[config.mk]
export PLATFORM = sky130hd
export DESIGN_NAME = dtack_watchdog
export DESIGN_NICKNAME = d
export VERILOG_FILES = /design/src/rtl/dtack_watchdog.sv
export SDC_FILE = /design/constraint.sdc
export NUM_CORES = 1
export LEC_CHECK = 0
export BUFFER_PORTS_ARGS = -buffer_cell sky130_fd_sc_hd__clkbuf_2
export CAP_MARGIN = 20
export CORE_AREA = 2 2 63 94
export CTS_BUF_LIST = sky130_fd_sc_hd__clkbuf_4
export DETAILED_ROUTE_END_ITERATION = 10
export DIE_AREA = 0 0 65 96
export PLACE_DENSITY = 0.69
export SYNTH_ARGS = -nofsm -noshare
export SYNTH_HDL_FRONTEND = slang
export SYNTH_SLANG_ARGS = --single-unit
[constraint.sdc]
create_clock -name MCLK -period 2.2 [get_ports MCLK]
set_input_delay 0.22 -clock MCLK [delete_from_list [all_inputs] [get_ports MCLK]]
set_output_delay 0.22 -clock MCLK [all_outputs]
set_load 0.005 [all_outputs]
[src/rtl/dtack_watchdog.sv]
// Bus-cycle watchdog for the 68000: merges TMSS and external DTACK sources and
// forces DTACK when no source answers within TIMEOUT_CYC CPU clocks.
module dtack_watchdog #(
   parameter int TIMEOUT_CYC = 128,
   parameter int CNT_W       = 8
) (
   input  logic             MCLK,
   input  logic             SRES,
   input  logic             CLK_EN,
   input  logic             EN,
   input  logic             AS,
   input  logic             RW,
   input  logic [22:0]      VA,
   input  logic             DTACK_tmss,
   input  logic             DTACK_ext,
   output logic             DTACK,
   output logic             TIMEOUT,
   output logic [22:0]      fault_addr,
   output logic             fault_rw,
   output logic [CNT_W-1:0] fault_cnt
);

   typedef enum logic [1:0] {
      S_IDLE,
      S_WAIT,
      S_ACK,
      S_FORCED
   } state_t;

   localparam logic [CNT_W-1:0] TERM_CNT = CNT_W'(TIMEOUT_CYC - 1);
   localparam logic [CNT_W-1:0] CNT_MAX  = {CNT_W{1'b1}};

   state_t           state_q, state_d;
   logic [CNT_W-1:0] cnt_q, cnt_d;
   logic             force_q, force_d;
   logic             timeout_q, timeout_d;
   logic [22:0]      fault_addr_q, fault_addr_d;
   logic             fault_rw_q, fault_rw_d;
   logic [CNT_W-1:0] fault_cnt_q, fault_cnt_d;
   logic             src_ack;

   // Sources are MCLK-domain, so the merge is purely combinational: zero added latency.
   assign src_ack = ~DTACK_tmss | ~DTACK_ext;
   assign DTACK   = ~(src_ack | force_q);

   assign TIMEOUT    = timeout_q;
   assign fault_addr = fault_addr_q;
   assign fault_rw   = fault_rw_q;
   assign fault_cnt  = fault_cnt_q;

   always_comb begin
      // NOTE: every variable gets a default before the case so no path leaves
      // it unassigned; that is what keeps this block free of inferred latches.
      state_d      = state_q;
      cnt_d        = cnt_q;
      force_d      = force_q;
      timeout_d    = 1'b0;
      fault_addr_d = fault_addr_q;
      fault_rw_d   = fault_rw_q;
      fault_cnt_d  = fault_cnt_q;

      case (state_q)
         S_IDLE: begin
            if (!AS) begin
               cnt_d   = '0;
               state_d = EN ? S_WAIT : S_ACK;
            end
         end

         S_WAIT: begin
            if (AS) begin
               state_d = S_IDLE;
               cnt_d   = '0;
            end else if (src_ack || !EN) begin
               // A real acknowledge wins over a terminal count on the same edge.
               state_d = S_ACK;
               cnt_d   = '0;
            end else if (CLK_EN) begin
               if (cnt_q == TERM_CNT) begin
                  state_d      = S_FORCED;
                  cnt_d        = '0;
                  force_d      = 1'b1;
                  timeout_d    = 1'b1;
                  fault_addr_d = VA;
                  fault_rw_d   = RW;
                  if (fault_cnt_q != CNT_MAX) begin
                     fault_cnt_d = fault_cnt_q + 1'b1;
                  end
               end else begin
                  cnt_d = cnt_q + 1'b1;
               end
            end
         end

         S_ACK: begin
            if (AS) begin
               state_d = S_IDLE;
            end
         end

         S_FORCED: begin
            if (AS) begin
               state_d = S_IDLE;
               force_d = 1'b0;
            end
         end

         default: begin
            state_d = S_IDLE;
            force_d = 1'b0;
         end
      endcase
   end

   always_ff @(posedge MCLK) begin
      // NOTE: sequential state uses non-blocking assignments so every register
      // samples the pre-edge values regardless of statement order.
      if (!SRES) begin
         state_q      <= S_IDLE;
         cnt_q        <= '0;
         force_q      <= 1'b0;
         timeout_q    <= 1'b0;
         fault_addr_q <= '0;
         fault_rw_q   <= 1'b0;
         fault_cnt_q  <= '0;
      end else begin
         state_q      <= state_d;
         cnt_q        <= cnt_d;
         force_q      <= force_d;
         timeout_q    <= timeout_d;
         fault_addr_q <= fault_addr_d;
         fault_rw_q   <= fault_rw_d;
         fault_cnt_q  <= fault_cnt_d;
      end
   end

endmodule

==> flow_summary.yaml <==
global_routing:
  grt_max_degree: 41
  grt_pass1_vias: 1553
  antenna_found_initial: 0
  grt_overflow: 0
  grt_pass1_wl_um: 6790
  track_usage_pct: 13.5
  use_met3_pct: 3.27
  grt_use_met1_pct: 15.4
  grt-busiest-layer: "met2"
  grtUsageMet2_pct: 24.7
detailed_routing:
  drc: 0
  ant_nets: 0
  via_per_inst: 5.02
  post_drt_wl_per_cell_um: 11.4
  firstDrtPassIters: 4
  drt_iter0_markers: 80
  wirelength_um: 4080
  vias: 1797
die:
  start_util_pct: 33.9
  fp.dieH_um: 96
  die_w_um: 65
  rows: 33
  num_io_pins: 65
  fp.coreArea_um2: 5410
  die-area_um2: 6240
synthesis:
  synthesis.nets: 257
  syn_area_per_cell_um2: 8.19
  ys_seq_elements: 44
  yosysTopAreaCellShare_pct: 48.0
  synthCells: 224
  yosysUniqueCellTypes: 35
  synth_area_leaders: "dfxtp_1 48%, nand2_1 11%, a21oi_1 9.3%"
  synth_area_um2: 1830
  yosysSeqAreaShare_pct: 48.0
  yosys.area.top_type: "dfxtp_1"
  yosys_warnings: 0
sta:
  tns_ns: 0
  period_minus_slack_ns: 1.96
  fin_crit_sh_pct: 89.1
  fin_skew_ns: 0.00924
  slew_viol_final: 0
  setup_viol: 0
  hold_viol: 0
  rsz0062_at_grt: "no"
  worstMarginPinSlew_ns: 0.498
  fin_ws_ns: 0.239
  max_freq_mhz: 510
  max-slew-margin-rel_pct: 66.8
place:
  placed_cell_area_um2: 2230
  place_hpwl_um: 3060
  dp_cells: 350
  port_buffers: 64
  gp_congestion: 0.790
  dpl_worst_slack_ns: 0.254
setup_path:
  slowest_stage: "or4_1"
  r2r_cells: 6
  worstPathArrival_ns: 2.22
  crit_required_ns: 2.46
  startpoint_type: "flop"
  worstSetupEndpointType: "flop"
  setup.worst_path.class: "flop to flop"
  slowest_delay_ns: 0.53
  cp_max_fo: 40
  crit_chain: "ha_1 -> and4b_1 -> nand4_1 -> buf_4 -> or4_1 -> a21oi_1"
pwr:
  leakagePower_nw: 0.871
  pwr_density_cell_nw_per_um2: 547
  ir_drop_mv: 0.231
finish:
  layout_common_cells: "64 x clkbuf_2, 55 x nand2_1, 44 x dfxtp_1"
  final_common_cell: "clkbuf_2"
  antenna_cells: 0
  final_util_pct: 42.2
  drive_gt1_share_pct: 26.7
  layout.cells.non_filler: 358
  nets: 320
  syn2layout_area_growth_pct: 24.5
  design_area_um2: 2280
clock_tree:
  htree_num_levels: 2
  cts_sinks: 44
  cts_buffers: 5
  cts_tree: "done"
  path_clk_slew_ns: 0.12
  post_cts_resized: 0
  clock_latency_ns: 0.34
  cts_buffer_depth: 2
  cts_setup_buffers: 0
  hold_buffers: 0
  ctsRootBufferMaster: "clkbuf_4"
outcome:
  status: "complete, no violations"
min_path:
  min_path_type: "input port to flop"
  hold_depth: 3
job:
  maxCapViolCount: 0
[metal layers]
metal	part of all wire [%]	vias to the layer above
met5	0	-
met4	1.4	0
met3	5.6	5
met2	50	51
met1	43	815
li1	-	926
[cell usage after synthesis, drive strengths merged]
cell,count
nand2,55
dfxtp,44
a21oi,34
clkbuf,10
nand3,6
o21ai,6
o31ai,6
or3,6
or4,6
a211oi,5
and4,4
inv,4
nand4,4
nor2,4
buf,3
nor2b,3
nor3,3
and2,2
ha,2
nor3b,2
o21bai,2
a2111oi,1
a211o,1
a31oi,1
a32o,1
and3,1
and4b,1
clkinv,1
nand3b,1
nor4,1
o311ai,1
o41ai,1
xnor2,1
xor2,1
[layout make-up]
class,instances,area (um2)
fillers,547,3130
multi-input cells,162,882
flip-flops and latches,44,881
repair buffers,69,358
well taps,70,87.6
clock buffers,6,45.0
inverters,5,18.8
clock inverters,2,11.3
[state kept, by name (all words and copies together), names as in the netlist]
signal / count
TIMEOUT: 1
cnt_q: 8
fault_addr: 23
fault_cnt: 8
fault_rw: 1
force_q: 1
state_q: 2
[final timing paths]
check / start / to / slack (ns)
setup / recovery: cnt_q[0]$_SDFFE_PN0P_ / fault_cnt[4]$_SDFFE_PN0P_ / 0.24
hold / removal: VA[12] / fault_addr[12]$_SDFFE_PN0P_ / 0.09
setup reg to reg: cnt_q[0]$_SDFFE_PN0P_ / fault_cnt[4]$_SDFFE_PN0P_ / 0.24
hold reg to reg: fault_addr[21]$_SDFFE_PN0P_ / fault_addr[21]$_SDFFE_PN0P_ / 0.46
[kinds of logic (layout without fill, tap and decap cells)]
group                      after synthesis  in the layout  share of synthesized area [%]
adders and majority gates                2              2                           1.36
buffers and inverters                   18             82                           3.89
xor gates and xnor gates                 2              2                          0.955
AOI/OAI and AO/OA                       59             59                           19.0
DFF                                     44             44                           48.0
and+or+nand+nor                         99             99                           26.7
[per-stage QoR]
step           total power, mW  hold WS [ns]
2_1_floorplan            0.855         0.303
3_3_place_gp             0.895         0.438
3_5_place_dp             0.895         0.444
4_1_cts                   1.28        0.0675
5_1_grt                   1.32        0.0666
6_report                  1.25        0.0869
[worst max-delay path: cells and delay by family, from the launching register on]
| kind | cells | cell delay [ns] |
|---|---|---|
| adder cells (fa/ha/maj) | 1 | 0.20 |
| AND/OR/NAND/NOR | 3 | 0.86 |
| flip-flops | 1 | 0.40 |
| AO/OA/AOI/OAI | 1 | 0.16 |
| buffers and inverters | 1 | 0.26 |
[report_power, final]
group          switching (mW)  total, mW  leakage [nW]  internal [mW]
Sequential            0.00437      0.804         0.355          0.800
Clock                   0.240      0.374        0.0293          0.134
Combinational          0.0387     0.0718         0.487         0.0331
Note: power is estimated with default switching activity, not from simulation.
